$ cat config.mk
export PLATFORM = sky130hd
export DESIGN_NAME = nipcb_ahb_master
export DESIGN_NICKNAME = d
export VERILOG_FILES = /design/src/rtl/nipcb_ahb_master.sv
export SDC_FILE = /design/constraint.sdc
export NUM_CORES = 1
export LEC_CHECK = 0
export CAP_MARGIN = 40
export CORE_MARGIN = 3
export CORE_UTILIZATION = 35
export CTS_CLUSTER_DIAMETER = 60
export DETAILED_ROUTE_END_ITERATION = 10
export PLACE_DENSITY = 0.75
export SYNTH_ARGS = -nofsm -noshare
export SYNTH_HDL_FRONTEND = slang
export SYNTH_SLANG_ARGS = --single-unit
$ cat constraint.sdc
create_clock -name CLK -period 2.15 [get_ports CLK]
set_clock_uncertainty 0.2 [all_clocks]
set_input_delay 0.43 -clock CLK [delete_from_list [all_inputs] [get_ports CLK]]
set_output_delay 0.43 -clock CLK [all_outputs]
set_load 0.03 [all_outputs]
$ cat src/rtl/nipcb_ahb_master.sv
// Single-transfer AHB-Lite initiator: one valid/ready command becomes one NONSEQ/SINGLE
// transfer; read data and status come back on a held valid/ready response stream.
module nipcb_ahb_master #(
  parameter int DATA_WIDTH     = 32,
  parameter int ADDR_WIDTH     = 32,
  parameter int TIMEOUT_CYCLES = 256
) (
  input  logic                  CLK,
  input  logic                  RESETn,
  input  logic                  cmd_valid,
  output logic                  cmd_ready,
  input  logic                  cmd_write,
  input  logic [ADDR_WIDTH-1:0] cmd_addr,
  input  logic [2:0]            cmd_size,
  input  logic [DATA_WIDTH-1:0] cmd_wdata,
  output logic                  rsp_valid,
  input  logic                  rsp_ready,
  output logic [DATA_WIDTH-1:0] rsp_rdata,
  output logic                  rsp_error,
  output logic                  rsp_timeout,
  output logic                  busy,
  output logic [ADDR_WIDTH-1:0] HADDR,
  output logic [2:0]            HBURST,
  output logic                  HMASTLOCK,
  output logic [3:0]            HPROT,
  output logic [2:0]            HSIZE,
  output logic [1:0]            HTRANS,
  output logic                  HWRITE,
  output logic [DATA_WIDTH-1:0] HWDATA,
  input  logic [DATA_WIDTH-1:0] HRDATA,
  input  logic                  HREADY,
  input  logic                  HRESP
);

  localparam int TW = (TIMEOUT_CYCLES > 1) ? $clog2(TIMEOUT_CYCLES) : 1;
  localparam logic [TW-1:0] TO_LAST = (TIMEOUT_CYCLES > 0) ? TW'(TIMEOUT_CYCLES - 1) : '0;

  typedef enum logic [1:0] {IDLE, ADDR, DATA} state_t;

  state_t                state, state_nxt;
  logic [ADDR_WIDTH-1:0] addr_q;
  logic                  write_q;
  logic [2:0]            size_q;
  logic [DATA_WIDTH-1:0] wdata_q;
  logic [TW-1:0]         to_cnt;
  logic                  accept;
  logic                  illegal;
  logic                  to_hit;

  assign accept  = cmd_valid & cmd_ready;
  assign illegal = (cmd_size > 3'd2)
                 | ((cmd_size == 3'd1) & cmd_addr[0])
                 | ((cmd_size == 3'd2) & (cmd_addr[1:0] != 2'b00));
  // Fires on the HREADY-low edge that would make the wait count reach TIMEOUT_CYCLES.
  assign to_hit  = (TIMEOUT_CYCLES != 0) & (state == DATA) & ~HREADY & (to_cnt == TO_LAST);

  always_ff @(posedge CLK) begin
    if (!RESETn) state <= IDLE;
    else         state <= state_nxt;
  end

  always_comb begin
    state_nxt = state;
    case (state)
      IDLE:    if (accept && !illegal) state_nxt = ADDR;
      ADDR:    if (HREADY) state_nxt = DATA;
      DATA:    if (HREADY || to_hit) state_nxt = IDLE;
      default: state_nxt = IDLE;
    endcase
  end

  always_comb begin
    cmd_ready = (state == IDLE) & ~rsp_valid & RESETn;
    busy      = (state != IDLE) | rsp_valid;
    HTRANS    = (state == ADDR) ? 2'b10 : 2'b00;
  end

  assign HADDR     = addr_q;
  assign HWRITE    = write_q;
  assign HSIZE     = size_q;
  assign HWDATA    = wdata_q;
  assign HBURST    = 3'b000;
  assign HMASTLOCK = 1'b0;
  assign HPROT     = 4'b0011;

  always_ff @(posedge CLK) begin
    if (!RESETn) begin
      addr_q      <= '0;
      write_q     <= 1'b0;
      size_q      <= 3'b010;
      wdata_q     <= '0;
      to_cnt      <= '0;
      rsp_valid   <= 1'b0;
      rsp_rdata   <= '0;
      rsp_error   <= 1'b0;
      rsp_timeout <= 1'b0;
    end else begin
      // Illegal commands never reach the bus, so they leave the address-phase registers alone.
      if (accept && !illegal) begin
        addr_q  <= cmd_addr;
        write_q <= cmd_write;
        size_q  <= cmd_size;
        wdata_q <= cmd_wdata;
      end

      if (state == ADDR)                to_cnt <= '0;
      else if (state == DATA && !HREADY) to_cnt <= to_cnt + TW'(1);

      if (rsp_valid && rsp_ready) rsp_valid <= 1'b0;

      if (accept && illegal) begin
        rsp_valid   <= 1'b1;
        rsp_error   <= 1'b1;
        rsp_timeout <= 1'b0;
        rsp_rdata   <= '0;
      end else if (state == DATA && HREADY) begin
        rsp_valid   <= 1'b1;
        rsp_error   <= HRESP;
        rsp_timeout <= 1'b0;
        rsp_rdata   <= (!write_q && !HRESP) ? HRDATA : '0;
      end else if (to_hit) begin
        rsp_valid   <= 1'b1;
        rsp_error   <= 1'b1;
        rsp_timeout <= 1'b1;
        rsp_rdata   <= '0;
      end
    end
  end

endmodule

==> flow_metrics.tcl <==
set metrics [dict create \
    die_area_sq_mm 0.0134 \
    holdPathStages 2 \
    die_h_um 116 \
    drive_gt1_share_pct 10.1 \
    power.switching_w 0.00119 \
    insertion_delay_ns 0.41 \
    yosys.area.top_type "dfxtp_1" \
    synth-seq-cells 113 \
    drt_iter0_markers 330 \
    ioPinCount 221 \
    numClockSinks 113 \
    grt_pass1_wl_um 19500 \
    cp.required_ns 1.52 \
    cts.htree.levels 4 \
    synth_ff_type "dfxtp_1" \
    die_w_um 116 \
    synth_area_sq_mm 0.00420 \
    nets 825 \
    crit_arrival_ns 1.53 \
    yosysMostFrequentCell "nand2_1" \
    fmax_mhz 464 \
    crit_fanout 7 \
    drt-total-wl_um 12900 \
    overflow 0 \
    vias_per_cell 4.77 \
    combPwrFrac_pct 10.5 \
    synth-edff-count 0 \
    wl_per_cell_um 14.7 \
    slew_viol_final 0 \
    drv_cap 0 \
    p_int_w 0.00433 \
    leakage_nw 2.65 \
    setup_viol 1 \
    cts_buffers 17 \
    outcome "finished, violations left" \
    power_density_mw_per_mm2 764 \
    first_pass_iters 5 \
    coreArea_sq_mm 0.0116 \
    antenna_found_initial 1 \
    hold_viol_final 0 \
    cts_tree "built" \
    startpoint_type "flop" \
    worst_slew_pin_slew_ns 0.975 \
    post-route-util_pct 62.5 \
    relSlewSlack_pct 35.0 \
    place_congestion 0.854 \
    finalCritPeriodShare_pct 100 \
    seqPwrFrac_pct 39.2 \
    numPortBuffers 211 \
    ys_seq_area_share_pct 53.9 \
    fin_total_pwr_w 0.00553 \
    area_growth_pct 72.2 \
    rsz0062_at_grt "yes" \
    grt_pass1_vias 3986 \
    post-dp-hpwl_um 9430 \
    syn_avg_cell_area_sq_um 8.42 \
    grt_max_degree 96 \
    netlist-cell-type-count 40 \
    grtUsageTotal_pct 18.6 \
    ys_top_cells_by_area "dfxtp_1, nand2_1, o21ai_0, a22oi_1, nor2_1" \
    path_clk_slew_ns 0.05 \
    num_rows 39 \
    cts_max_path_buffers 2 \
    setup_slack_ns -0.00659 \
    synth_common_cells "nand2_1, dfxtp_1, o21ai_0, nor2_1, a22oi_1" \
    cts_hold_buf 0 \
    synth_top_area_share_pct 53.9 \
    ir_drop_mv 0.525 \
    remaining_drc_errors 0 \
    critical_path_class "flop to output pin" \
    crit_path_end_kind "output pin" \
    ys_async_sr_fraction_pct 0 \
    start_util_pct 36.3 \
    cts_root_buffer "clkbuf_16" \
    routed-via-count 4173 \
    ant_nets 0 \
    period_needed_ns 2.16 \
    synth_cells 499 \
    yosysWarnings 0 \
    rr_worst_depth 7 \
    swShare_pct 21.6 \
    min_path_type "flop to flop" \
    clock_power_share_pct 50.3 \
    violations "negative setup slack" \
]
[worst paths after layout]
| check | start | slack [ns] | end |
|---|---|---|---|
| setup reg to reg | state[1] | 0.04 | HADDR[18] |
| setup / recovery | state[1] | -0.007 | cmd_ready |
| hold reg to reg | HSIZE[2] | 0.23 | HSIZE[2] |
| hold / removal | HSIZE[2] | 0.23 | HSIZE[2] |
[power by group through the flow]
| stage | registers (W) | clock network [W] | logic (W) |
|---|---|---|---|
| after global placement | 0.00221 | 0 | 0.000565 |
| after global routing | 0.00217 | 0.00294 | 0.000617 |
| final | 0.00217 | 0.00278 | 0.000582 |
| after detailed placement | 0.00221 | 0 | 0.000569 |
| after CTS | 0.00217 | 0.00283 | 0.000575 |
| after floorplan | 0.00230 | 0 | 0.000155 |
[layout by cell type, fill, tap and decap left out, types with 2 or more instances in the layout]
cell type / netlist / layout
xnor2_1: 2 / 2
nand2b_1: 3 / 3
a21oi_1: 3 / 3
o21ai_1: 10 / 20
buf_12: 0 / 7
nor3_1: 3 / 2
dfxtp_1: 113 / 112
o211ai_1: 3 / 3
clkbuf_2: 1 / 2
nand4_1: 3 / 3
and3_1: 2 / 2
nand2_1: 121 / 121
buf_4: 15 / 21
o21ai_0: 61 / 50
nand3_1: 19 / 13
clkbuf_16: 0 / 18
nor2b_1: 4 / 4
clkbuf_1: 24 / 5
dlymetal6s2s_1: 0 / 2
bufinv_16: 0 / 2
nor3b_1: 4 / 4
clkdlybuf4s50_1: 0 / 204
nand3_2: 0 / 6
inv_1: 5 / 4
clkinv_2: 0 / 2
a22oi_1: 33 / 33
xor2_1: 3 / 3
clkbuf_8: 0 / 6
o21ai_2: 1 / 2
buf_6: 1 / 2
nor2_1: 39 / 39
conb_1: 2 / 9
and2_1: 3 / 3
[state kept, by name (all words and copies together), names as in the netlist]
signal	count
HWRITE	1
HSIZE	3
rsp_rdata	32
rsp_valid	1
rsp_error	1
HWDATA	32
state	2
to_cnt	8
HADDR	32
rsp_timeout	1
[metrics by stage]
step | hold WS [ns] | TNS [ns] | instance area, sq um | instances | worst slack (ns)
after floorplan | 0.279 | 0 | 4230 | 506 | 0.00453
after global placement | 0.220 | -17.18 | 6540 | 837 | -0.256
after detailed placement | 0.226 | -19.94 | 6540 | 837 | -0.300
after CTS | 0.233 | -0.0362 | 7150 | 870 | -0.0247
after global routing | 0.264 | -0.317 | 7230 | 875 | -0.0640
final | 0.230 | -0.00659 | 7230 | 875 | -0.00659
[repair_timing]
item,in CTS,in global routing
setup buffers,1,3
pin swaps,1,3
gates resized for setup,7,25
cloned,0,1
endpoints found under the setup margin,4,43
[routing by layer]
metal	track usage [%]	part of all wire, %	vias up
li1	-	-	2100
met1	21.1	40	1945
met2	31.4	52	112
met3	6.95	5.7	16
met4	7.67	1.9	0
met5	0	0	-
[cell type report]
class,count,area [sq um]
multi-input cells,340,1730
repair buffers,241,2440
well taps,143,179
inverters,5,18.8
clock inverters,4,70.1
clock buffers,28,527
flip-flops and latches,113,2270
diodes,1,2.50
fillers,973,4330
[critical path: stages, from the launching register on]
cell and delay [ns]:
dfxtp_4 0.36, or4b_4 0.55, inv_2 0.08, buf_6 0.13
[kinds of logic after synthesis]
logic type | Yosys count | synth area share (%)
and+or+nand+nor | 206 | 20.8
AOI/OAI and AO/OA | 118 | 17.1
DFF | 113 | 53.9
buffers and inverters | 53 | 6.49
xor gates and xnor gates | 5 | 1.04
other | 2 | 0.179
adders and majority gates | 1 | 0.298
muxes | 1 | 0.238
Power figures use the tool's default switching activity.
==> RTL change 1, RTL diff (config.mk and constraints unchanged) <==
`TIMEOUT_CYCLES`: 256 -> 512.
--- a/src/rtl/nipcb_ahb_master.sv
+++ b/src/rtl/nipcb_ahb_master.sv
@@ -3,7 +3,7 @@
 module nipcb_ahb_master #(
   parameter int DATA_WIDTH     = 32,
   parameter int ADDR_WIDTH     = 32,
-  parameter int TIMEOUT_CYCLES = 256
+  parameter int TIMEOUT_CYCLES = 512
 ) (
   input  logic                  CLK,
   input  logic                  RESETn,
Formal check against the unedited RTL: no difference found for any inputs over 10 cycles, from zero or initial values and one cycle with RESETn low; that may be too few to reach the edited logic, so the function may still have changed.
==> RTL change 1 against the original RTL <==
Count of clock-buffer cells in the layout stayed put; worst setup slack better by 0.085 ns; critical endpoint is now HWDATA[4]; sequential cell count is 1 higher; area after synthesis is 1.5% higher; combinational power is 9.6% higher; largest cell class unchanged; largest power group unchanged; routed wire length is 2.6% lower; core utilization is 1.6 points lower; cell area is 1.7% lower; power is 2.5% higher.
==> RTL change 1: results (changes against the original RTL) <==
status:
  outcome: "complete, no violations"  # was finished, violations left
cells_and_area:
  buffers: 224  # was 241
  utilization: 0.610  # was 0.625
  antennaDiodeCount: 0  # was 1
  buf_share: 0.321  # was 0.337
  fillers: 1019  # was 973
  drive_above_1_share: 0.0717  # was 0.101
  layout.cells.non_filler: 854  # was 875
  inverters: 6  # was 5
  multiInputGateArea_um2: 1730  # about the same
  clk_share: 0.0861  # was 0.0825
  clkbuf_count: 28  # unchanged
  seq_share: 0.321  # was 0.313
clock_tree:
  cts.path.max_buffers: 2  # unchanged
global_routing:
  grt_start_max_net_pins: 106  # was 96
  antenna_found_initial: 0  # was 1
  grt_usage: 0.185  # was 0.186
route:
  vias: 4204  # was 4173
  drt_iter0_markers: 186  # was 330
  wl_per_cell_um: 14.7  # about the same
  firstDrtPassIters: 4  # was 5
critical_path:
  crit_fanout: 2  # was 7
  reg2regPathDepth: 8  # was 7
  arrival_ns: 1.44  # was 1.53 ns
  critical-path-slowest-cell: "clkdlybuf4s50_1"  # was or4b_4
  cp_top_family: "buffers and inverters"  # was simple AND/OR/NAND/NOR gates
  cp-startpoint: "HWDATA[4]"  # was state[1]
  r2r_start: "to_cnt[0]"  # was state[1]
  r2r_slack_ns: 0.25  # was 0.04 ns
placed_design:
  place_congestion: 0.806  # was 0.854
  placed_area_um2: 6510  # was 6540 um^2
  pre_cts_slack_ns: -0.122  # was -0.300 ns
  dp_hpwl_um: 9210  # was 9430 um
yosys:
  ys_seq_area_frac: 0.535  # was 0.539
  syn_area_per_cell_um2: 8.53  # was 8.42 um^2
  synth_area_leaders: "dfxtp_1 (54%), nand3_1 (16%), nand2_1 (6.4%), a22oi_1 (5.6%), nor2_1 (3.8%)"  # was dfxtp_1 (54%), nand2_1 (11%), o21ai_0 (7.3%), a22oi_1 (5.9%), nor2_1 (3.5%)
  synth_common_cells: "nand3_1 (135), dfxtp_1 (114), nand2_1 (73)"  # was nand2_1 (121), dfxtp_1 (113), o21ai_0 (61)
  ys_ff_latch: 114  # was 113
  synth_cell_types: 35  # was 40
min_path:
  min_from: "RESETn"  # was HSIZE[2]
  hp-class: "primary input to flop"  # was flop to flop
power_and_ir_drop:
  power.leakage_nw: 2.92  # was 2.65 nW
  cellPowerDensity_nw_per_um2: 797  # was 764 nW/um^2
  irDropWorstVdd_uv: 430  # was 525 uV
timing:
  holdWs_ns: 0.145  # was 0.230 ns
RTL change 1: cell count changes in the layout (fill, tap and decap cells not counted), moves of 4 or more:
| cell | before | now |
|---|---|---|
| o21ai_1 | 20 | 0 |
| buf_4 | 21 | 8 |
| o21a_1 | 0 | 4 |
| nand3_2 | 6 | 0 |
| nand2_1 | 121 | 73 |
| nor2b_1 | 4 | 0 |
| nor3b_1 | 4 | 0 |
| nor2_1 | 39 | 43 |
| nand3_1 | 13 | 135 |
| o21ai_0 | 50 | 3 |
RTL change 1: repair_timing:
item / in CTS / in global routing
setup endpoints to repair: 4 / 1
pin swaps: 0 / 0
buffers inserted: 0 / 0
hold buffers: 0 / 0
gates resized for setup: 5 / 1
gates cloned: 0 / 0
RTL change 1: routing by layer:
layer | GRT usage | vias up | part of all wire
li1 | - | 2093 | -
met1 | 0.198 | 1914 | 0.39
met2 | 0.310 | 171 | 0.49
met3 | 0.0855 | 26 | 0.099
met4 | 0.0897 | 0 | 0.022
met5 | 0 | - | 0
RTL change 1: power groups by stage:
stage               combinational (mW)  clock [mW]  sequential, mW
finish                           0.638        2.83            2.20
global route                     0.681        3.01            2.20
floorplan                        0.199           0            2.33
global placement                 0.634           0            2.24
CTS                              0.642        2.90            2.20
detailed placement               0.642           0            2.24
RTL change 1: cell families after synthesis:
family,share of synthesized area
muxes,0.00470
xor gates and xnor gates,0.0123
AOI/OAI and AO/OA,0.0807
adders and majority gates,0.00587
other,0.00176
DFF,0.535
and+or+nand+nor,0.293
buffers and inverters,0.0669
RTL change 1: path summary, 6_finish.rpt:
path,end
max,HWDATA[4]
min,rsp_error
max reg2reg,rsp_rdata[16]
min reg2reg,HWDATA[13]
==> RTL change 2, RTL diff (same settings) <==
Without the edit above. Register the output `rsp_error` once more, without a reset; this adds one clock of latency there. The other outputs are not delayed to match.
--- a/src/rtl/nipcb_ahb_master.sv
+++ b/src/rtl/nipcb_ahb_master.sv
@@ -36,6 +36,8 @@
   localparam logic [TW-1:0] TO_LAST = (TIMEOUT_CYCLES > 0) ? TW'(TIMEOUT_CYCLES - 1) : '0;
 
   typedef enum logic [1:0] {IDLE, ADDR, DATA} state_t;
+
+  logic rsp_error_s0;
 
   state_t                state, state_nxt;
   logic [ADDR_WIDTH-1:0] addr_q;
@@ -92,7 +94,7 @@
       to_cnt      <= '0;
       rsp_valid   <= 1'b0;
       rsp_rdata   <= '0;
-      rsp_error   <= 1'b0;
+      rsp_error_s0 <= 1'b0;
       rsp_timeout <= 1'b0;
     end else begin
       // Illegal commands never reach the bus, so they leave the address-phase registers alone.
@@ -110,22 +112,26 @@
 
       if (accept && illegal) begin
         rsp_valid   <= 1'b1;
-        rsp_error   <= 1'b1;
+        rsp_error_s0 <= 1'b1;
         rsp_timeout <= 1'b0;
         rsp_rdata   <= '0;
       end else if (state == DATA && HREADY) begin
         rsp_valid   <= 1'b1;
-        rsp_error   <= HRESP;
+        rsp_error_s0 <= HRESP;
         rsp_timeout <= 1'b0;
         rsp_rdata   <= (!write_q && !HRESP) ? HRDATA : '0;
       end else if (to_hit) begin
         rsp_valid   <= 1'b1;
-        rsp_error   <= 1'b1;
+        rsp_error_s0 <= 1'b1;
         rsp_timeout <= 1'b1;
         rsp_rdata   <= '0;
       end
     end
   end
 
+  always_ff @(posedge CLK) begin
+    rsp_error <= rsp_error_s0;
+  end
+
 endmodule
 
Check against the original RTL: not equivalent (a bounded check fails within 4 cycles, from zero or initial values and one cycle with RESETn low).
==> RTL change 2 against the original RTL <==
Area after synthesis grew 0.48%; worst setup slack improved by 0.040 ns; global-route usage is 0.44 points higher; count of clock-buffer cells in the layout shrank 11; critical path depth is the same; routed wire length shrank 0.21%; sequential share of layout area increased by 0.13 points; power increased by 0.64%; cell area is 0.35% higher; sequential cell count up 1.
==> RTL change 2: results (changes against the original RTL) <==
clock_tree:
  cts_max_level: 4  # unchanged
  clkLatencyLatePin_ns: 0.40
  clk_pin_slew_ns: 0.05  # about the same
  cts_made_buffers: 17  # unchanged
  cts.path.max_buffers: 2  # unchanged
  cts_root_buffer: "clkbuf_16"  # unchanged
yosys:
  synth_common_cells: "nand2_1 (121), dfxtp_1 (114), o21ai_0 (61)"  # was nand2_1 (121), dfxtp_1 (113), o21ai_0 (61)
  ys_seq_area_frac: 0.541  # was 0.539
  ys_async_sr_fraction: 0  # unchanged
  synth_cell_types: 40  # unchanged
  yosysWarnings: 0  # unchanged
  synth_edf_count: 0  # unchanged
  synth_area_leaders: "dfxtp_1 (54%), nand2_1 (11%), o21ai_0 (7.2%), a22oi_1 (5.9%), nor2_1 (3.5%)"  # was dfxtp_1 (54%), nand2_1 (11%), o21ai_0 (7.3%), a22oi_1 (5.9%), nor2_1 (3.5%)
critical_path:
  crit_fanout: 2  # was 7
  critical-path-slowest-cell: "or4b_4"  # unchanged
  rr_endpoint: "HADDR[18]"  # unchanged
  r2r_slack_ns: 0.08  # was 0.04 ns
  arrival_ns: 1.49  # was 1.53 ns
  r2r_start: "state[1]"  # unchanged
  reg2regPathDepth: 8  # was 7
  critical_path.max_stage_delay_ns: 0.54
cells_and_area:
  layout.nets: 830  # was 825
  area.growth.synth_to_final_pct: 72.0  # was 72.2%
  fillers: 978  # was 973
  drive_above_1_share: 0.105  # was 0.101
placed_design:
  dp_hpwl_um: 9480  # was 9430 um
  port_buffers: 211  # unchanged
  place_congestion: 0.832  # was 0.854
  placed_area_um2: 6590  # was 6540 um^2
global_routing:
  met3_usage: 0.0674  # was 0.0695
  antenna_found_initial: 1  # unchanged
  grt_start_max_net_pins: 75  # was 96
  gr-usage-met1: 0.206  # was 0.211
  grt_pass1_wl_um: 20200  # was 19500 um
  grt_usage: 0.190  # was 0.186
  use_met2: 0.328  # was 0.314
status:
  outcome: "complete, no violations"  # was finished, violations left
timing:
  holdWs_ns: 0.154  # was 0.230 ns
  tightestPinTransition_ns: 0.709  # was 0.975 ns
route:
  vias_per_cell: 4.76  # was 4.77
  firstDrtPassIters: 5  # unchanged
  drt_iter0_markers: 191  # was 330
  wl_per_cell_um: 14.6  # was 14.7 um
min_path:
  hp-class: "flop to flop"  # unchanged
  hold_end: "rsp_error"  # was HSIZE[2]
  hold_depth: 0  # was 2
  min_from: "rsp_error_s0"  # was HSIZE[2]
power_and_ir_drop:
  power.leakage_nw: 2.65  # about the same
  irDropWorstVdd_uv: 518  # was 525 uV
-- RTL change 2: cells by family (layout without fill, tap and decap cells) --
kind of cell | Yosys count | after routing | synth area share
muxes | 1 | 1 | 0.00237
adders and majority gates | 1 | 1 | 0.00296
xor gates and xnor gates | 5 | 5 | 0.0104
buffers and inverters | 53 | 282 | 0.0646
and+or+nand+nor | 206 | 206 | 0.207
other | 2 | 10 | 0.00178
DFF | 114 | 114 | 0.541
AOI/OAI and AO/OA | 118 | 118 | 0.170
-- RTL change 2: report_power, final --
part / internal [mW] / leakage, nW / switching (mW)
sequential: 2.16 / 0.923 / 0.0256
combinational: 0.313 / 1.46 / 0.276
clock: 1.80 / 0.272 / 0.980
-- RTL change 2: layout make-up --
cell class,count,share of cell area
Inverter,5,0.00259
Clock buffer,17,0.0586
Clock inverter,15,0.0231
Antenna cell,1,0.000345
Multi-Input combinational cell,340,0.235
Tap cell,143,0.0247
Sequential cell,114,0.315
Timing Repair Buffer,245,0.341
-- RTL change 2: layer usage --
metal,part of all wire,wire length [um]
met1,0.39,5040
met2,0.52,6700
met3,0.060,776
met4,0.028,364
met5,0,0
-- RTL change 2: worst max-delay path by stage --
stage          cells after the start           end  slack [ns]   startpoint
2_1_floorplan                      7  rsp_rdata[0]       0.005       RESETn
3_3_place_gp                       7     HADDR[10]       -0.29  cmd_size[0]
3_5_place_dp                       7     HADDR[10]       -0.34  cmd_size[0]
4_1_cts                            3     HTRANS[1]        0.01     state[1]
5_1_grt                            3     cmd_ready       -0.02     state[1]
6_report                           3     cmd_ready        0.03     state[1]
-- RTL change 2: what timing repair did --
action                     4_1_cts  5_1_grt
gates cloned                     0        1
pin swaps                        1        0
setup endpoints to repair        3       16
gates resized for setup          4       12
setup buffers                    1        2
-- RTL change 2: critical path: cells and delay by family, from the launching register on --
| kind | cells | cell delay [ns] |
|---|---|---|
| simple gates | 1 | 0.54 |
| flops | 1 | 0.32 |
| buf+inv | 2 | 0.21 |
-- RTL change 2: through the flow --
step                setup WS (ns)  std cells
CTS                        0.0119        876
global placement           -0.290        843
detailed placement         -0.339        843
finish                     0.0337        880
floorplan                 0.00453        507
global route              -0.0188        880
